`src/rtl/sipo_ctrl_pkg.sv`:
```
// Shared types for the SIPO load controller.
// Holds the scheduler state encoding and frame counter width.
package sipo_ctrl_pkg;

    typedef enum logic [2:0] {
        LOAD_A = 3'd0,
        LOAD_B = 3'd1,
        SYNC   = 3'd2,
        START  = 3'd3,
        BUSY   = 3'd4,
        ERR    = 3'd5
    } state_e;

    localparam int unsigned FrameCntW = 16;

endpackage

```
`src/rtl/watchdog_ctr.sv`:
```
// Saturating cycle counter that flags when a wait has lasted
// timeout_p cycles without being cleared.
module watchdog_ctr #(
    parameter int unsigned timeout_p = 4096
) (
    input  logic clk_i,
    input  logic reset_ni,
    input  logic clear,
    input  logic enable,
    output logic expired
);

    localparam int unsigned W = $clog2(timeout_p);
    localparam logic [W-1:0] Last = W'(timeout_p - 1);

    logic [W-1:0] cnt_q;

    always_ff @(posedge clk_i or negedge reset_ni) begin
        if (!reset_ni) begin
            cnt_q <= '0;
        end else if (clear) begin
            cnt_q <= '0;
        end else if (enable && cnt_q != Last) begin
            cnt_q <= cnt_q + 1'b1;
        end
    end

    assign expired = enable && (cnt_q == Last);

endmodule

```
`src/rtl/sipo_load_ctrl.sv`:
```
// Frame scheduler: steers beats into SIPO A then SIPO B, starts
// the array once both are full and waits for done.
module sipo_load_ctrl
    import sipo_ctrl_pkg::*;
#(
    parameter int unsigned width_p   = 8,
    parameter int unsigned depth_p   = 128,
    parameter int unsigned timeout_p = 4096
) (
    input  logic                 clk_i,
    input  logic                 reset_ni,
    input  logic                 valid_i,
    output logic                 ready_o,
    input  logic [width_p-1:0]   data_i,
    output logic                 a_valid_o,
    output logic [width_p-1:0]   a_data_o,
    output logic                 b_valid_o,
    output logic [width_p-1:0]   b_data_o,
    input  logic                 a_full_i,
    input  logic                 b_full_i,
    output logic                 start_o,
    input  logic                 done_i,
    output logic                 busy_o,
    output logic                 err_o,
    output logic [FrameCntW-1:0] frame_cnt_o
);

    localparam int unsigned CntW = $clog2(depth_p);
    localparam logic [CntW-1:0] LastBeat = CntW'(depth_p - 1);

    state_e               state_q, state_d;
    logic [CntW-1:0]      beat_q;
    logic [FrameCntW-1:0] frame_q;
    logic                 xfer;
    logic                 last_beat;
    logic                 wd_clear;
    logic                 wd_en;
    logic                 wd_expired;

    assign ready_o   = (state_q == LOAD_A) || (state_q == LOAD_B);
    assign xfer      = valid_i & ready_o;
    assign a_valid_o = xfer & (state_q == LOAD_A);
    assign b_valid_o = xfer & (state_q == LOAD_B);
    assign a_data_o  = data_i;
    assign b_data_o  = data_i;
    assign last_beat = xfer && (beat_q == LastBeat);

    // Exit conditions are tested before expiry so a late exit still wins.
    always_comb begin
        state_d = state_q;
        unique case (state_q)
            LOAD_A: if (last_beat) state_d = LOAD_B;
            LOAD_B: if (last_beat) state_d = SYNC;
            SYNC: begin
                if (a_full_i && b_full_i) state_d = START;
                else if (wd_expired)      state_d = ERR;
            end
            START: state_d = BUSY;
            BUSY: begin
                if (done_i)          state_d = LOAD_A;
                else if (wd_expired) state_d = ERR;
            end
            ERR:     state_d = ERR;
            default: state_d = ERR;
        endcase
    end

    always_ff @(posedge clk_i or negedge reset_ni) begin
        if (!reset_ni) begin
            state_q <= LOAD_A;
            beat_q  <= '0;
            frame_q <= '0;
        end else begin
            state_q <= state_d;
            if (xfer) beat_q <= beat_q + 1'b1;
            if (state_q == BUSY && done_i) frame_q <= frame_q + 1'b1;
        end
    end

    assign wd_clear = (state_d != state_q);
    assign wd_en    = (state_q == SYNC) || (state_q == BUSY);

    watchdog_ctr #(
        .timeout_p(timeout_p)
    ) u_wd (
        .clk_i   (clk_i),
        .reset_ni(reset_ni),
        .clear   (wd_clear),
        .enable  (wd_en),
        .expired (wd_expired)
    );

    assign start_o     = (state_q == START);
    assign busy_o      = (state_q != LOAD_A);
    assign err_o       = (state_q == ERR);
    assign frame_cnt_o = frame_q;

endmodule

```
`config.mk`:
```
export PLATFORM = sky130hd
export DESIGN_NAME = sipo_load_ctrl
export DESIGN_NICKNAME = d
export VERILOG_FILES = /design/src/rtl/sipo_ctrl_pkg.sv /design/src/rtl/watchdog_ctr.sv /design/src/rtl/sipo_load_ctrl.sv
export SDC_FILE = /design/constraint.sdc
export NUM_CORES = 1
export LEC_CHECK = 0
export ABC_AREA = 1
export CAP_MARGIN = 20
export CORE_AREA = 2 2 71 73
export CTS_CLUSTER_DIAMETER = 100
export DETAILED_ROUTE_END_ITERATION = 7
export DIE_AREA = 0 0 73 75
export GPL_ROUTABILITY_DRIVEN = 0
export MAX_ROUTING_LAYER = met4
export PLACE_DENSITY = 0.88
export SYNTH_ARGS = -nofsm -noshare
export SYNTH_HDL_FRONTEND = slang
export SYNTH_SLANG_ARGS = --single-unit
```
`constraint.sdc`:
```
create_clock -name clk_i -period 2.35 [get_ports clk_i]
set_input_delay 0.235 -clock clk_i [delete_from_list [all_inputs] [get_ports clk_i]]
set_output_delay 0.235 -clock clk_i [all_outputs]
set_load 0.005 [all_outputs]
```
==> After elaboration in Yosys (flattened, before gate mapping) <==
Cells that the tools add are included.
{ "totals": {"register_bits": 38, "input_bits": 14, "out_inout_bits": 38, "wordCells": 37} }
{ "op_classes": {"n_addsub": 3, "n_eq_ne": 9, "n_mux": 8, "bitwise_logic": 3, "reduce_logical": 10} }
{ "op_table": {"columns": ["cell", "n"], "rows": [
  ["12-bit 2-to-1 mux", 2],
  ["16-bit by 1-bit adder with 16-bit output (second input constant)", 1],
  ["3-bit 2-to-1 mux", 5],
  ["3-bit one-hot mux with 5 select lines", 1],
  ["12-bit by 1-bit adder with 12-bit output (second input constant)", 1],
  ["12-bit equality test (second input constant)", 1],
  ["12-bit inequality test (second input constant)", 1],
  ["7-bit by 1-bit adder with 7-bit output (second input constant)", 1],
  ["7-bit equality test (second input constant)", 1],
  ["3-bit by 2-bit equality test with 1-bit output (second input constant)", 2],
  ["3-bit equality test (second input constant)", 2],
  ["1-bit logical AND", 5],
  ["1-bit bitwise AND", 3],
  ["3-bit by 1-bit equality test with 1-bit output (second input constant)", 1],
  ["3-bit zero test", 1],
  ["3-bit inequality test", 1],
  ["3-bit nonzero test", 1],
  ["1-bit logical OR", 2],
  ["2-bit nonzero test", 1]
]} }

==> Longest topological paths before layout <==
Gate-level depths: netlist of the first run.
{ "depth": {"depth_word": 8, "mapped_depth": 14, "ltp_nobuf": 13} }

==> Hierarchy <==
A second synthesis of the first run with hierarchy kept.
{ "hier_totals": {"cells_unflattened": 309, "hier_area_um2": 2379.8} }
{ "by_module_without_submodules": {"columns": ["module", "instances", "cells_per_inst", "area_each_um2", "seq_area_each_um2"], "rows": [
  ["sipo_load_ctrl", 1, 197, 1595.3, 650.6],
  ["watchdog_ctr", 1, 112, 784.5, 300.3]
]} }

==> Least setup slack after synthesis of the first run <==
OpenSTA, ideal clock, no wires.
{ "synth_path": {"kind": "flip-flop to flip-flop", "startpoint": "register u_wd.cnt_q[0]", "endpoint": "register u_wd.cnt_q[8]", "setup_time_ns": 0.120, "arrival_time_ns": 1.605, "required_time_ns": 2.230, "slack_ns": 0.625, "path_stages_with_launch": 10, "n_path_buf": 0, "synth_period_minus_slack_ns": 1.725, "cell_sequence": "dfrtp_1 ha_1 nand3_1 nor2_1 nand2_1 nand2_2 or2_4 or2_1 xor2_1 nor2_2"} }
{ "synth_via": {"elab_chain_cells": 7, "elab_cells_between_ends": 13, "cone_classes": "1 x add/sub; 3 x eq/ne; 6 x mux; 3 x reduce/logical"} }
{ "synth_lines": {"columns": ["item", "line_no", "source"], "rows": [
  ["from (decl)", "watchdog_ctr.sv:16", "logic [W-1:0] cnt_q;"],
  ["from (signal assigned)", "watchdog_ctr.sv:24", "cnt_q <= cnt_q + 1'b1;"],
  ["12-bit equality test", "watchdog_ctr.sv:28", "assign expired = enable && (cnt_q == Last);"],
  ["1-bit logical AND", "watchdog_ctr.sv:28", null],
  ["3-bit 2-to-1 mux", "sipo_load_ctrl.sv:56, sipo_load_ctrl.sv:61", null],
  ["3-bit 2-to-1 mux (on tied branches)", "sipo_load_ctrl.sv:60, sipo_load_ctrl.sv:55", null],
  ["3-bit one-hot mux with 5 select lines", "sipo_load_ctrl.sv:51", "unique case (state_q)"],
  ["3-bit inequality test", "sipo_load_ctrl.sv:80", "assign wd_clear = (state_d != state_q);"],
  ["12-bit 2-to-1 mux / 2-bit nonzero test (equally long branches)", null, null]
]} }
Several ways; a longest one is shown, not always the timed one. The select of a mux whose other input is x is not followed.
A chain may end at the register's enable or synchronous reset.

==> Worst setup path in the final report of the first run <==
{ "layout_path": {"startpoint": "register u_wd.cnt_q[8]", "endpoint": "register u_wd.cnt_q[1]"} }
The elaborated chain is that of the path after synthesis.

==> summary.txt, run 1 <==
Run status
  • Status: completed

Routing
  • Routed len/inst: 11.4 um
  • DRT Wirelength: 3630 um
  • DRC Markers: 0
  • Via count: 1579
  • Initial DRC Count: 71
  • Vias per Instance: 4.95
  • DRT antenna net count: 0
  • DR pass1 iterations: 4

Floorplanning
  • Die Width: 73 um
  • Cell Rows: 25
  • Die Area: 5480 um^2
  • IO Count: 52
  • Die Y: 75 um
  • Initial Util: 47.4%
  • Area of the core: 4660 um^2

Clock tree
  • Max Root-Sink Buffers: 2
  • Clk sinks: 38
  • CTS root buf: clkbuf_8
  • CTS resizes: 0
  • Worst-skew pair later-pin latency: 0.29 ns
  • H-tree Lvls: 2
  • Num CTS Buffers: 5
  • CTS tree: done
  • Hold Buf Count CTS: 0
  • Post-CTS Setup Inserts: 0
  • Clock Pin Slew Worst Setup and Hold Paths: 0.07 ns

Min path
  • Worst min path class: input port to async pin

Power and ir drop
  • Pwr Total: 1.73 mW
  • Internal power: 1.17 mW
  • Leak Pwr: 1.14 nW
  • Comb pwr share: 27.2%
  • Peak supply drop: 0.426 mV
  • Switching Share: 32.4%
  • Clock power frac: 25.9%
  • Pwr/cell area: 693 nW/um^2
  • Sequential power share: 46.9%
  • NetSw: 0.562 mW

Global routing
  • Initial antenna violation count: 0
  • Gr ovfl total: 0
  • First-pass GRT wire length: 6470 um
  • Vias in the first global route: 1496
  • Gr usage total: 15.6%
  • Largest net degree at the start of global routing: 39

Finish
  • Commonest non-fill, non-tap cell in the layout: nand2_1
  • Nets: 281
  • Fin cells: 319
  • Area grow syn2layout: 13.3%
  • Final core occ: 53.7%
  • Share of post-route cells with drive strength above 1: 17.0%
  • Most frequent cells in the layout: 42 x nand2_1, 38 x dfrtp_1, 26 x inv_1, 26 x clkdlybuf4s50_1
  • Antenna diodes: 0

Place
  • Pre-CTS setup slack: 0.368 ns
  • PortBufs: 27
  • Detailed Place HPWL: 2710 um
  • Inst Count DP: 311

Timing
  • Fin worst setup slack: 0.317 ns
  • RSZ-0062 raised after global routing: false
  • Worst Tran Pin Value: 0.808 ns
  • Clk_skew: 0.00963 ns
  • Worst rel slew slack: 46.1%
  • Slew Limit Fails: 0
  • Max Freq: 492 MHz
  • Final min period: 2.03 ns
  • Final period util: 86.5%
  • Setup_tns: 0 ns
  • Final setup violation count: 0
  • Final Hold Viols: 0

Critical path
  • Worst Path Required: 2.52 ns
  • Reg2reg end: u_wd.cnt_q[1]
  • Most common cell on crit path: nand2_1
  • Crit path max fanout: 12
  • WS Path Type: flip-flop to flip-flop
  • Startpoint types: flip-flop
  • Worst flop-to-flop path startpoint: u_wd.cnt_q[8]
  • Max stage delay on crit path: 0.40 ns
  • R2R depth: 9
  • Worst EP arrival: 2.20 ns
  • Cells along the critical path: nand2_1, nor3_1, nand2_1, o211ai_1, nand2_1, a21oi_1, nor2_1, nand2_2, nor2_1
  • Slowest cell on crit path: dfrtp_1
  • Setup slack, reg-to-reg: 0.32 ns
  • CP Capture Type: flip-flop

Yosys
  • Ys flop type: dfrtp_1
  • Sequential area share after synthesis: 43.0%
  • Avg Cell Area, Syn: 8.95 um^2
  • Yosys top cell by area: dfrtp_1
  • Post-synth EDFFs: 0
  • Top cells by area, synth: dfrtp_1 43%, nand2_1 7.1%, xor2_1 6.3%, buf_4 5.4%, xnor2_1 5.2%
  • FFs w/ async S/R, synth: 100%
  • Mapped cell area: 2210 um^2
  • Top cell type's share of synthesized area: 43.0%
  • Yosys cell types: 31
  • Yosys warning total: 0
  • Mapped Nets: 264
  • Synth Instances: 247
  • #FFs+latches synth: 38

Run
  • Max_cap viols: 0
==> registers in the layout (all words and copies together) (netlist names) <==
register     flops
frame_cnt_o     16
beat_q           7
u_wd.cnt_q      12
state_q          3
==> worst max path at each step <==
stage / endpoint / startpoint / cells past startpoint / slack (ns)
finish: u_wd.cnt_q[1] / u_wd.cnt_q[8] / 9 / 0.32
global route: u_wd.cnt_q[0] / u_wd.cnt_q[0] / 10 / 0.11
CTS: u_wd.cnt_q[1] / u_wd.cnt_q[8] / 9 / 0.35
detailed placement: frame_cnt_o[13] / done_i / 8 / 0.37
global placement: frame_cnt_o[13] / done_i / 8 / 0.43
floorplan: u_wd.cnt_q[8] / u_wd.cnt_q[0] / 9 / 0.62
==> stage by stage <==
step | hold slack, ns | area, um^2
after detailed placement | 0.378 | 2410
after global routing | 0.103 | 2500
after floorplan | -0.0606 | 2210
final | 0.0359 | 2500
after CTS | 0.0669 | 2500
after global placement | 0.383 | 2410
==> cells by family (layout without fill, tap and decap cells) <==
| family | count (synthesis) | after routing | synth area share (%) |
|---|---|---|---|
| XOR/XNOR | 29 | 29 | 11.5 |
| multiplexers | 2 | 2 | 1.02 |
| flip-flops | 38 | 38 | 43.0 |
| AND/OR/NAND/NOR | 122 | 122 | 30.0 |
| AO/OA/AOI/OAI | 7 | 7 | 1.93 |
| adder cells (fa/ha/maj) | 3 | 3 | 1.70 |
| buffers and inverters | 46 | 64 | 10.9 |
==> cell usage after synthesis, types with 3 or more instances <==
library cell and number:
dfrtp_1 38, o21ai_0 3, nand4_1 7, inv_1 26, nand2_2 4, nor3_1 7
xor2_1 16, nor2_2 14, nand2_1 42, xnor2_1 13, ha_1 3, nand3_2 3
inv_2 3, nor2_1 16, nand3_1 16, buf_4 16
==> metal layers <==
metal	track usage (%)	share of wire, %	up-vias
li1	-	-	795
met5	-	0	-
met4	5.35	1.6	0
met1	19.8	46	738
met3	4.28	4.9	8
met2	24.3	47	38
==> cell type report <==
| type | instances | area, um^2 |
|---|---|---|
| Multi-Input combinational cell | 163 | 1020 |
| Clock inverter | 1 | 5.00 |
| Tap cell | 54 | 67.6 |
| Clock buffer | 7 | 86.3 |
| Fill cell | 392 | 2160 |
| Inverter | 29 | 109 |
| Sequential cell | 38 | 951 |
| Timing Repair Buffer | 27 | 265 |
==> critical path: cells and delay by family, from the launching register on <==
family	cells	cell delay (ns)
AO/OA/AOI/OAI	2	0.30
flip-flops	1	0.40
AND/OR/NAND/NOR	7	1.21
==> power groups by stage <==
stage	Combinational (mW)	Clock [mW]	Sequential (mW)
3_5_place_dp	0.481	0	0.824
3_3_place_gp	0.473	0	0.820
6_report	0.472	0.450	0.814
2_1_floorplan	0.374	0	0.808
5_1_grt	0.538	0.499	0.827
4_1_cts	0.483	0.462	0.814
(Power assumes the default switching activity.)
==> run 2: changes to the inputs <==
- clock period: 2.35 -> 2.4 ns (I/O delays scaled with it)
==> summary.txt, run 2 (synthesis gave the netlist of run 1 again) <==
Clock tree
  • CTS root buf: clkbuf_8
  • CTS resizes: 0 (unchanged)
  • Clock Pin Slew Worst Setup and Hold Paths: 0.07 ns (about the same)
  • Max Root-Sink Buffers: 2 (unchanged)
  • Hold Buf Count CTS: 0 (unchanged)
  • CTS tree: done
  • Post-CTS Setup Inserts: 0 (unchanged)
  • Worst-skew pair later-pin latency: 0.29 ns (about the same)
  • Clk sinks: 38 (unchanged)
  • H-tree Lvls: 2 (unchanged)
  • Num CTS Buffers: 5 (unchanged)

Floorplanning
  • Area of the core: 4660 um^2 (unchanged)
  • Die Width: 73 um (unchanged)
  • Die Y: 75 um (unchanged)
  • Initial Util: 47.4% (unchanged)
  • IO Count: 52 (unchanged)
  • Die Area: 5480 um^2 (unchanged)
  • Cell Rows: 25 (unchanged)

Timing
  • Setup_tns: 0 ns (unchanged)
  • Final period util: 80.8% (-5.7 points)
  • Clk_skew: 0.00568 ns (-0.00394 ns)
  • RSZ-0062 raised after global routing: false
  • Final min period: 1.94 ns (-0.0947 ns)
  • Final setup violation count: 0 (unchanged)
  • Slew Limit Fails: 0 (unchanged)
  • Worst Tran Pin Value: 0.807 ns (-0.000752 ns)
  • Fin worst setup slack: 0.462 ns (+0.145 ns)
  • Worst rel slew slack: 46.2% (+0.050 points)
  • Max Freq: 516 MHz (+4.9%)
  • Final Hold Viols: 0 (unchanged)

Finish
  • Register area: 951 um^2 (unchanged)
  • Area of the multi-input gates: 1020 um^2 (unchanged)
  • Antenna diodes: 0 (unchanged)
  • Max reg flops: 16 (unchanged)
  • Share of post-route cells with drive strength above 1: 17.0% (unchanged)
  • Area grow syn2layout: 13.3% (unchanged)
  • Fillers: 405 (+3.3%)
  • Nets: 281 (unchanged)
  • Most frequent cells in the layout: 42 x nand2_1, 38 x dfrtp_1, 26 x inv_1, 26 x clkdlybuf4s50_1
  • Commonest non-fill, non-tap cell in the layout: nand2_1

Power and ir drop
  • Pwr/cell area: 683 nW/um^2 (-1.5%)
  • Internal power: 1.15 mW (-2.1%)
  • Sequential power share: 46.6% (-0.3 points)
  • NetSw: 0.561 mW (-0.18%)
  • Clock power frac: 26.0% (about the same)
  • Comb pwr share: 27.3% (about the same)
  • Leak Pwr: 1.14 nW (unchanged)
  • Pwr Total: 1.71 mW (-1.5%)
  • Switching Share: 32.8% (+0.42 points)
  • Peak supply drop: 0.451 mV (+5.9%)

Place
  • Detailed Place HPWL: 2850 um (+5.1%)
  • Pre-CTS setup slack: 0.451 ns (+0.0830 ns)
  • PortBufs: 27 (unchanged)

Routing
  • DRC Markers: 0 (unchanged)
  • Vias per Instance: 5.05 (+2.1%)
  • Initial DRC Count: 76 (+7.0%)
  • Met1 WL: 1690 um (+0.42%)
  • DRT Wirelength: 3840 um (+5.8%)
  • Met2 WL: 1860 um (+9.0%)
  • Top layer in use: met4
  • DRT antenna net count: 0 (unchanged)
  • DR pass1 iterations: 4 (unchanged)
  • Routed wire length on met3: 199 um (+12%)
  • Via count: 1612 (+2.1%)
  • Routed len/inst: 12.0 um (+5.8%)

Critical path
  • Crit path max fanout: 12 (unchanged)
  • Slowest cell on crit path: dfrtp_1
  • Max stage delay on crit path: 0.39 ns (about the same)
  • WS Path Type: flip-flop to flip-flop
  • Cells along the critical path: nand2_1, nor3_1, nand2_1, o211ai_1, nand2_1, a21oi_1, nor2_1, nand2_2, nor2_1
  • Most common cell on crit path: nand2_1
  • Worst EP arrival: 2.11 ns (-0.09 ns)
  • Startpoint types: flip-flop
  • Worst Path Required: 2.57 ns (+0.05 ns)
  • CP Capture Type: flip-flop

Min path
  • Worst min path class: input port to async pin

Global routing
  • Gr ovfl total: 0 (unchanged)
  • Gr usage total: 16.4% (+0.72 points)
  • Initial antenna violation count: 0 (unchanged)
  • First-pass GRT wire length: 6700 um (+3.6%)
  • Vias in the first global route: 1588 (+6.1%)
  • Largest net degree at the start of global routing: 39 (unchanged)

Run status
  • Status: completed

Run
  • Max_cap viols: 0 (unchanged)
run 2: cell counts in the layout (fill, tap and decap cells not counted):
Identical to the previous run, type by type.
run 2: worst max-delay path, delay by kind of cell (launching register included):
family / cells / cell delay, ns
AND/OR/NAND/NOR: 7 / 1.14
flip-flops: 1 / 0.39
AO/OA/AOI/OAI: 2 / 0.29
run 2: cell type report:
cell class | instances | share of cell area, %
repair buffers | 27 | 10.6
clock inverters | 1 | 0.200
flip-flops and latches | 38 | 38.0
well taps | 54 | 2.70
inverters | 29 | 4.35
clock buffers | 7 | 3.45
multi-input cells | 163 | 40.7
run 2: final timing paths:
check                      slack, ns           from  cells past startpoint               to
min in group clk_i              0.47      beat_q[5]                      1        beat_q[5]
setup / recovery                0.46  u_wd.cnt_q[8]                      9    u_wd.cnt_q[1]
hold / removal                  0.04       reset_ni                      1       state_q[1]
max in group asynchronous       1.85       reset_ni                      1  frame_cnt_o[13]
hold reg to reg                 0.47      beat_q[5]                      1        beat_q[5]
setup reg to reg                0.46  u_wd.cnt_q[8]                      9    u_wd.cnt_q[1]
run 2: stage by stage:
step | hold slack (ns) | util [%] | cells | area (um^2)
finish | 0.0355 | 53.7 | 319 | 2500
global route | 0.131 | 53.7 | 319 | 2500
floorplan | -0.0556 | - | 247 | 2210
detailed placement | 0.383 | 51.7 | 311 | 2410
CTS | 0.0761 | 53.7 | 319 | 2500
global placement | 0.387 | 51.7 | 311 | 2410
run 2: power by group through the flow:
stage,combinational (mW),sequential [mW],clock (mW)
6_report,0.467,0.797,0.445
2_1_floorplan,0.366,0.791,0
3_3_place_gp,0.462,0.803,0
3_5_place_dp,0.476,0.808,0
5_1_grt,0.526,0.808,0.491
4_1_cts,0.478,0.796,0.464
run 2: routing by layer:
layer,global-route usage (%),up-vias
met2,27.1,46
li1,-,799
met3,3.75,13
met1,19.2,754
met4,7.00,0
met5,-,-
